===== src/rtl/risc_pack.sv =====
// Shared types for the qrisc32 memory arbiter: FSM state, transaction owner
// and the registered memory request bundle.
package risc_pack;

    typedef enum logic [1:0] {
        IDLE,
        IF_BUSY,
        D_BUSY
    } arb_state_t;

    typedef enum logic {
        OWN_IF,
        OWN_D
    } arb_owner_t;

    typedef struct packed {
        logic        we;
        logic [31:0] addr;
        logic [31:0] wdata;
    } mem_req_t;

    localparam int STARV_LIMIT_DEF = 4;

endpackage


===== src/rtl/qrisc32_mem_arb.sv =====
// Single-port memory arbiter for qrisc32: fetch vs data, stall generation and
// stale-fetch dropping. Optional watchdog under QRISC32_MEM_ARB_TIMEOUT_EN.
module qrisc32_mem_arb
    import risc_pack::*;
#(
    parameter int STARV_LIMIT    = STARV_LIMIT_DEF,
    parameter int TIMEOUT_CYCLES = 64
) (
    input  logic        clk,
    input  logic        reset_n,
    input  logic        if_req,
    input  logic [31:0] if_addr,
    output logic        if_gnt,
    output logic [31:0] if_rdata,
    output logic        if_rvalid,
    input  logic        flush,
    input  logic        d_req,
    input  logic        d_we,
    input  logic [31:0] d_addr,
    input  logic [31:0] d_wdata,
    output logic [31:0] d_rdata,
    output logic        d_rvalid,
    output logic        mem_req,
    output logic        mem_we,
    output logic [31:0] mem_addr,
    output logic [31:0] mem_wdata,
    input  logic [31:0] mem_rdata,
    input  logic        mem_ready,
    output logic        pipe_stall,
    output logic        bus_error
);
    localparam int SC_W = $clog2(STARV_LIMIT + 1);

    arb_state_t      state, state_nxt;
    arb_owner_t      winner, busy_owner;
    mem_req_t        win_req, mem_r;
    logic [SC_W-1:0] starv_cnt;
    logic            grant_if, grant_d, done, timeout, finish, drop;
    logic [31:0]     rsp_data;

    assign done       = (state != IDLE) & mem_ready;
    assign finish     = done | timeout;
    assign busy_owner = (state == IF_BUSY) ? OWN_IF : OWN_D;
    assign rsp_data   = done ? mem_rdata : 32'h0;

    // Data wins unless absent or the fetch has been starved to the limit;
    // a flush only blocks the fetch side of the pick.
    always_comb begin
        state_nxt = state;
        grant_if  = 1'b0;
        grant_d   = 1'b0;
        winner    = OWN_D;
        win_req   = '{we: d_we, addr: d_addr, wdata: d_wdata};
        case (state)
            IDLE: begin
                grant_if = if_req & ~flush &
                           (~d_req | (starv_cnt == SC_W'(STARV_LIMIT)));
                grant_d  = d_req & ~grant_if;
                if (grant_if) begin
                    winner  = OWN_IF;
                    win_req = '{we: 1'b0, addr: if_addr, wdata: 32'h0};
                end
                if (grant_if | grant_d)
                    state_nxt = (winner == OWN_IF) ? IF_BUSY : D_BUSY;
            end
            default: if (finish) state_nxt = IDLE;
        endcase
    end

    always_ff @(posedge clk) begin
        if (!reset_n) state <= IDLE;
        else          state <= state_nxt;
    end

    always_ff @(posedge clk) begin
        if (!reset_n) begin
            mem_r     <= '0;
            mem_req   <= 1'b0;
            if_gnt    <= 1'b0;
            if_rvalid <= 1'b0;
            d_rvalid  <= 1'b0;
            if_rdata  <= 32'h0;
            d_rdata   <= 32'h0;
            starv_cnt <= '0;
            drop      <= 1'b0;
        end else begin
            if_gnt    <= grant_if;
            if_rvalid <= 1'b0;
            d_rvalid  <= 1'b0;

            if (grant_if | grant_d) begin
                mem_req <= 1'b1;
                mem_r   <= win_req;
            end else if (finish) begin
                mem_req <= 1'b0;
            end

            if (state == IDLE) begin
                if (grant_if || !if_req)
                    starv_cnt <= '0;
                else if (grant_d && starv_cnt != SC_W'(STARV_LIMIT))
                    starv_cnt <= starv_cnt + 1'b1;
            end

            // A redirect seen at any point of a fetch kills its response.
            if (finish && busy_owner == OWN_IF) begin
                if_rvalid <= ~(drop | flush);
                if_rdata  <= rsp_data;
                drop      <= 1'b0;
            end else if (state == IF_BUSY && flush) begin
                drop <= 1'b1;
            end

            if (finish && busy_owner == OWN_D) begin
                d_rvalid <= 1'b1;
                d_rdata  <= rsp_data;
            end
        end
    end

`ifdef QRISC32_MEM_ARB_TIMEOUT_EN
    localparam int WD_W = $clog2(TIMEOUT_CYCLES + 1);

    logic [WD_W-1:0] wd_cnt;
    logic            bus_error_r;

    assign timeout   = (state != IDLE) & ~mem_ready &
                       (wd_cnt == WD_W'(TIMEOUT_CYCLES - 1));
    assign bus_error = bus_error_r;

    always_ff @(posedge clk) begin
        if (!reset_n) begin
            wd_cnt      <= '0;
            bus_error_r <= 1'b0;
        end else begin
            bus_error_r <= timeout;
            if (state == IDLE || mem_ready || timeout)
                wd_cnt <= '0;
            else
                wd_cnt <= wd_cnt + 1'b1;
        end
    end
`else
    assign timeout   = 1'b0;
    // Watchdog absent: the limit is never negative, so this is a constant 0.
    assign bus_error = (TIMEOUT_CYCLES < 0);
`endif

    assign mem_we     = mem_r.we;
    assign mem_addr   = mem_r.addr;
    assign mem_wdata  = mem_r.wdata;
    assign pipe_stall = (d_req & ~d_rvalid) | (state == D_BUSY);

endmodule


===== config.mk =====
export PLATFORM = sky130hd
export DESIGN_NAME = qrisc32_mem_arb
export DESIGN_NICKNAME = d
export VERILOG_FILES = /design/src/rtl/risc_pack.sv /design/src/rtl/qrisc32_mem_arb.sv
export SDC_FILE = /design/constraint.sdc
export NUM_CORES = 1
export LEC_CHECK = 0
export BUFFER_PORTS_ARGS = -buffer_cell sky130_fd_sc_hd__buf_4
export CAP_MARGIN = 10
export CORE_MARGIN = 5
export CORE_UTILIZATION = 35
export DETAILED_ROUTE_END_ITERATION = 6
export PLACE_DENSITY = 0.65
export SLEW_MARGIN = 40
export SYNTH_ARGS = -nofsm -noshare
export SYNTH_HDL_FRONTEND = slang
export SYNTH_SLANG_ARGS = --single-unit

===== constraint.sdc =====
create_clock -name clk -period 5.14 [get_ports clk]
set_clock_uncertainty 0.2 [all_clocks]
set_input_delay 1.028 -clock clk [delete_from_list [all_inputs] [get_ports clk]]
set_output_delay 1.028 -clock clk [all_outputs]
set_load 0.01 [all_outputs]

==> impl_metrics.env, run 1 <==
export IMPL_firstDrtPassIters=4
export IMPL_final_max_slew_viol_count=0
export IMPL_ir_worst_vdd_mv=0.205
export IMPL_initial_utilization=0.355
export IMPL_path_common_cell="buf_4"
export IMPL_row_count=43
export IMPL_outcome="complete, no violations"
export IMPL_ys_ff_latch=139
export IMPL_criticalPathCategory="primary input to primary output"
export IMPL_wl_um=15800
export IMPL_final_nets=882
export IMPL_synth_area_per_cell_um2=10.0
export IMPL_synth_largest_area_cell="dfxtp_1"
export IMPL_io_pins=270
export IMPL_grt_overflow=0
export IMPL_timing_worst_slew_pin_value_ns=0.722
export IMPL_worstHoldStart="drop$_SDFFE_PP0P_"
export IMPL_cts_hold_buffers=0
export IMPL_gp_congestion=0.825
export IMPL_htreeDepth=4
export IMPL_synth_top_family_by_area="compound AO/OA/AOI/OAI gates"
export IMPL_arrival_ns=1.55
export IMPL_maxCapViolations=0
export IMPL_required_ns=3.91
export IMPL_port_buffers=268
export IMPL_synth_compound_area_frac=0.262
export IMPL_synthSimpleGateAreaFrac=0.108
export IMPL_wl_met2_um=7650
export IMPL_syn_to_final_growth_pct=54.0
export IMPL_hold_viol_final=0
export IMPL_grt_max_degree=66
export IMPL_top_layer_used="met4"
export IMPL_crit_path_cell_trace="buf_4, inv_1, o22ai_1, buf_4"
export IMPL_fp_dieW_um=128
export IMPL_critPathMaxFanout=7
export IMPL_cts_resized=0
export IMPL_setup_viol=0
export IMPL_post_synth_top_count_cell="dfxtp_1"
export IMPL_wl_met3_um=1670
export IMPL_wl_met1_um=6160
export IMPL_slowest_stage="buf_4"
export IMPL_p_total_mw=2.71
export IMPL_cts_root_buffer="clkbuf_16"
export IMPL_synthTopCellsByCount="139 x dfxtp_1, 73 x nand2_1, 65 x a22o_1"
export IMPL_synthAdderAreaFrac=0.00510
export IMPL_startpoint_type="primary input"
export IMPL_finalCritPeriodShare=0.540
export IMPL_syn_num_nets=626
export IMPL_cts_buffers=17
export IMPL_clockBufferDepth=2
export IMPL_clkSlewWorstSetupHoldPaths_ns=0.06
export IMPL_synth_flop_cell="dfxtp_1"
export IMPL_detail_route_vias_per_cell=4.94
export IMPL_muxShareOfSynthArea=0
export IMPL_dp_hpwl_um=11600
export IMPL_ff2ff_path_depth=6
export IMPL_cts_tree="built"
export IMPL_cellLeakagePower_nw=3.38
export IMPL_yosys_top_cells_area="dfxtp_1 57%, a22o_1 12%, o2bb2ai_1 5.7%"
export IMPL_hold_class="flop to flop"
export IMPL_clkSinkCount=139
export IMPL_p_per_area_mw_per_mm2=359
export IMPL_detail_route_wl_per_cell_um=16.8
export IMPL_clk_latency_ns=0.41
export IMPL_layout_min_cycle_time_ns=2.78
export IMPL_min_to="if_rvalid$_SDFF_PN0_"
export IMPL_synth_top_area_share=0.567
export IMPL_synth_warnings=0
export IMPL_post_cts_buffers=0
export IMPL_worstHoldPathCells=1
export IMPL_drcViolationCount=0
export IMPL_synth_cell_types=35
export IMPL_fin_setup_tns_ns=0
export IMPL_die_area_mm2=0.0165
export IMPL_slew_headroom=0.519
export IMPL_ant_nets=0
export IMPL_core_area_mm2=0.0138
export IMPL_synth_edf_count=0
export IMPL_synth_xor_area_share=0
export IMPL_max_freq_ghz=0.360
export IMPL_syn_cell_area_mm2=0.00491
export IMPL_grt_total_usage=0.185
export IMPL_r2r_end="mem_wdata[15]$_SDFFE_PN0P_"
export IMPL_vias=4638
export IMPL_drt_initial_drc_count=256
export IMPL_drive_gt1_frac=0.420
export IMPL_syn_inst=489
export IMPL_antenna_cells=0
export IMPL_die_h_um=128
export IMPL_grt_pass1_wl_um=24100
export IMPL_first_global_vias=4637
export IMPL_end_kind="primary output"
export IMPL_async_reset_ff_frac=0
export IMPL_antenna_found_initial=0
export IMPL_rsz0062_at_grt="no"
export IMPL_synth_seq_area_share=0.567
export IMPL_r2r_start="starv_cnt[0]$_SDFFE_PN0P_"
export IMPL_reg2reg_setup_slack_ns=2.65
export IMPL_critPathMaxStageDelay_ns=0.15
metrics by stage:
step | cell area (µm²) | worst slack, ns | std cells | hold WS (ns) | utilization
floorplan | 4910 | 2.60 | 489 | 0.198 | -
global placement | 6940 | 1.86 | 903 | 0.223 | 0.502
detailed placement | 6970 | 1.98 | 906 | 0.223 | 0.504
CTS | 7560 | 2.36 | 938 | 0.232 | 0.546
global route | 7560 | 2.17 | 938 | 0.261 | 0.546
finish | 7560 | 2.36 | 938 | 0.230 | 0.546
registers in the layout (all words and copies together) (netlist names):
name,count
state,2
mem_addr,32
mem_we,1
drop,1
mem_wdata,32
if_rvalid,1
starv_cnt,3
mem_req,1
if_rdata,32
d_rvalid,1
d_rdata,32
if_gnt,1
cell usage in the layout (no fill, tap or decap), types with 6 or more instances in the layout:
cell         n
nor2_1      36
dfxtp_1    139
inv_6        6
nand2_1     73
o21ai_0     28
buf_4      274
a22o_1      65
clkbuf_16   17
o2bb2ai_1   32
inv_1        6
a21oi_1     38
logic make-up (layout without fill, tap and decap cells):
family          count (synthesis)  in the layout
compound gates                176            176
fa+ha+maj                       2              2
buf+inv                        46            315
flops                         139            139
other cells                     1              1
simple gates                  125            125
power by group:
part,internal [mW],switching (mW)
clock,0.722,0.486
combinational,0.178,0.161
sequential,1.13,0.0309
worst max path at each step:
| stage | to | from | slack [ns] |
|---|---|---|---|
| global route | mem_addr[5]$_SDFFE_PN0P_ | reset_n | 2.17 |
| finish | pipe_stall | d_req | 2.36 |
| detailed placement | mem_addr[10]$_SDFFE_PN0P_ | reset_n | 1.98 |
| global placement | mem_wdata[29]$_SDFFE_PN0P_ | d_req | 1.86 |
| floorplan | pipe_stall | d_req | 2.60 |
| CTS | pipe_stall | d_req | 2.36 |
critical path: cells and delay by family:
| kind | cells | cell delay (ns) |
|---|---|---|
| AOI/OAI and AO/OA | 1 | 0.10 |
| buffers and inverters | 3 | 0.41 |
metal layers:
metal	up-vias	global-route usage
li1	2249	-
met1	2173	0.212
met2	195	0.310
met3	21	0.0735
met4	0	0.0705
met5	-	0
final cells by class:
| class | count | area [µm²] |
|---|---|---|
| clock buffers | 17 | 425 |
| fillers | 1245 | 6270 |
| multi-input cells | 304 | 1850 |
| repair buffers | 276 | 2080 |
| well taps | 180 | 225 |
| flip-flops and latches | 139 | 2780 |
| inverters | 7 | 26.3 |
| clock inverters | 15 | 164 |
No activity file was read; power rests on OpenSTA's default activity.
==> run 2, diff against run 1 <==
- PLACE_DENSITY: 0.65 -> 0.68
- clock period: 5.14 -> 2.5 ns (I/O delays scaled with it)
==> impl_metrics.env, run 2 (same netlist as run 1, synthesis figures left out) <==
export IMPL_grt_max_degree=56
export IMPL_row_count=43
export IMPL_die_area_mm2=0.0165
export IMPL_slew_headroom=0.664
export IMPL_worstHoldStart="d_wdata[11]"
export IMPL_initial_utilization=0.355
export IMPL_power_switching_mw=1.29
export IMPL_power_frac_comb=0.128
export IMPL_hold_ws_ns=0.103
export IMPL_cts_root_buffer="clkbuf_16"
export IMPL_required_ns=2.64
export IMPL_final_nets=884
export IMPL_layout_min_cycle_time_ns=2.02
export IMPL_max_freq_ghz=0.496
export IMPL_r2r_start="starv_cnt[0]$_SDFFE_PN0P_"
export IMPL_drt_initial_drc_count=146
export IMPL_wl_um=15600
export IMPL_slowest_stage="and4_4"
export IMPL_p_int_mw=4.19
export IMPL_startpoint_type="flop"
export IMPL_critPathMaxStageDelay_ns=0.48
export IMPL_cts_hold_buffers=0
export IMPL_antenna_cells=0
export IMPL_maxCapViolations=0
export IMPL_setup_viol=0
export IMPL_layout_common_cells="276 x buf_4, 139 x dfxtp_1, 73 x nand2_1"
export IMPL_port_buffers=268
export IMPL_gp_congestion=0.835
export IMPL_vias=4675
export IMPL_grt_total_usage=0.182
export IMPL_fp_dieW_um=128
export IMPL_pwr_share_clk=0.434
export IMPL_io_pins=270
export IMPL_syn_to_final_growth_pct=54.1
export IMPL_arrival_ns=2.16
export IMPL_detail_route_vias_per_cell=4.98
export IMPL_switching_share=0.236
export IMPL_crit_path_cell_trace="inv_1, ha_1, a21boi_4, or2_1, and4_4, a22o_1"
export IMPL_cts_buffers=17
export IMPL_dp_hpwl_um=11200
export IMPL_clkSinkCount=139
export IMPL_instances_no_fill=938
export IMPL_fin_ws_ns=0.485
export IMPL_htreeDepth=4
export IMPL_nFillCells=1240
export IMPL_mostFrequentLayoutCell="buf_4"
export IMPL_clkSlewWorstSetupHoldPaths_ns=0.06
export IMPL_hold_class="primary input to flop"
export IMPL_critPathMaxFanout=33
export IMPL_cellLeakagePower_nw=3.40
export IMPL_ir_worst_vdd_mv=0.407
export IMPL_final_max_slew_viol_count=0
export IMPL_cts_tree="built"
export IMPL_fin_setup_tns_ns=0
export IMPL_ant_nets=0
export IMPL_post_cts_buffers=0
export IMPL_die_h_um=128
export IMPL_clk_latency_ns=0.40
export IMPL_grt_overflow=0
export IMPL_dp_cells=908
export IMPL_fin_util=0.547
export IMPL_cts_resized=0
export IMPL_drive_gt1_frac=0.417
export IMPL_hold_viol_final=0
export IMPL_first_global_vias=4716
export IMPL_place_ws_ns=0.391
export IMPL_drcViolationCount=0
export IMPL_finalCritPeriodShare=0.806
export IMPL_p_seq_frac=0.438
export IMPL_rsz0062_at_grt="no"
export IMPL_antenna_found_initial=0
export IMPL_grt_pass1_wl_um=24100
export IMPL_criticalPathCategory="flop to flop"
export IMPL_p_per_area_mw_per_mm2=725
export IMPL_startpoint="starv_cnt[0]$_SDFFE_PN0P_"
export IMPL_clockBufferDepth=2
export IMPL_end_kind="flop"
export IMPL_core_area_mm2=0.0138
export IMPL_detail_route_wl_per_cell_um=16.6
export IMPL_firstDrtPassIters=4
export IMPL_outcome="complete, no violations"
export IMPL_timing_worst_slew_pin_value_ns=0.503
## run 2: per-layer routing
metal / GRT usage / vias up / part of all wire / routed length (µm)
met5: 0 / - / 0 / 0
met4: 0.0655 / 0 / 0.017 / 265
met3: 0.0643 / 24 / 0.095 / 1490
met2: 0.307 / 181 / 0.49 / 7610
met1: 0.214 / 2216 / 0.40 / 6220
li1: - / 2254 / - / -
## run 2: area by class of cell
type | instances | area, µm² | share of cell area
timing repair buffer | 278 | 2110 | 0.279
multi-input combinational | 304 | 1850 | 0.245
clock inverter | 7 | 65.1 | 0.00860
sequential | 139 | 2780 | 0.368
tap | 180 | 225 | 0.0298
clock buffer | 23 | 498 | 0.0659
inverter | 7 | 26.3 | 0.00347
## run 2: power by group through the flow
stage / Combinational, mW / Clock [mW] / Sequential (mW)
6_report: 0.704 / 2.38 / 2.40
2_1_floorplan: 0.260 / 0 / 2.49
5_1_grt: 0.765 / 2.53 / 2.41
4_1_cts: 0.714 / 2.44 / 2.40
3_3_place_gp: 0.695 / 0 / 2.44
3_5_place_dp: 0.710 / 0 / 2.45
## run 2: worst paths after layout
check / slack (ns) / depth (start not counted) / to
worst max-delay path: 0.48 / 6 / mem_wdata[31]$_SDFFE_PN0P_
worst min-delay path: 0.10 / 2 / mem_wdata[11]$_SDFFE_PN0P_
worst min register to register: 0.25 / 1 / if_rvalid$_SDFF_PN0_
worst max register to register: 0.48 / 6 / mem_wdata[31]$_SDFFE_PN0P_
## run 2: through the flow
stage                     total power [mW]  instance area, µm²
final                                 5.48                7560
after detailed placement              3.16                7000
after global routing                  5.71                7560
after floorplan                       2.75                4910
after global placement                3.14                7000
after CTS                             5.55                7560
## run 2: critical path, delay by kind of cell, from the launching register on
| kind | cells | cell delay, ns |
|---|---|---|
| compound gates | 2 | 0.44 |
| fa+ha+maj | 1 | 0.24 |
| buf+inv | 1 | 0.07 |
| flops | 1 | 0.35 |
| simple gates | 2 | 0.64 |
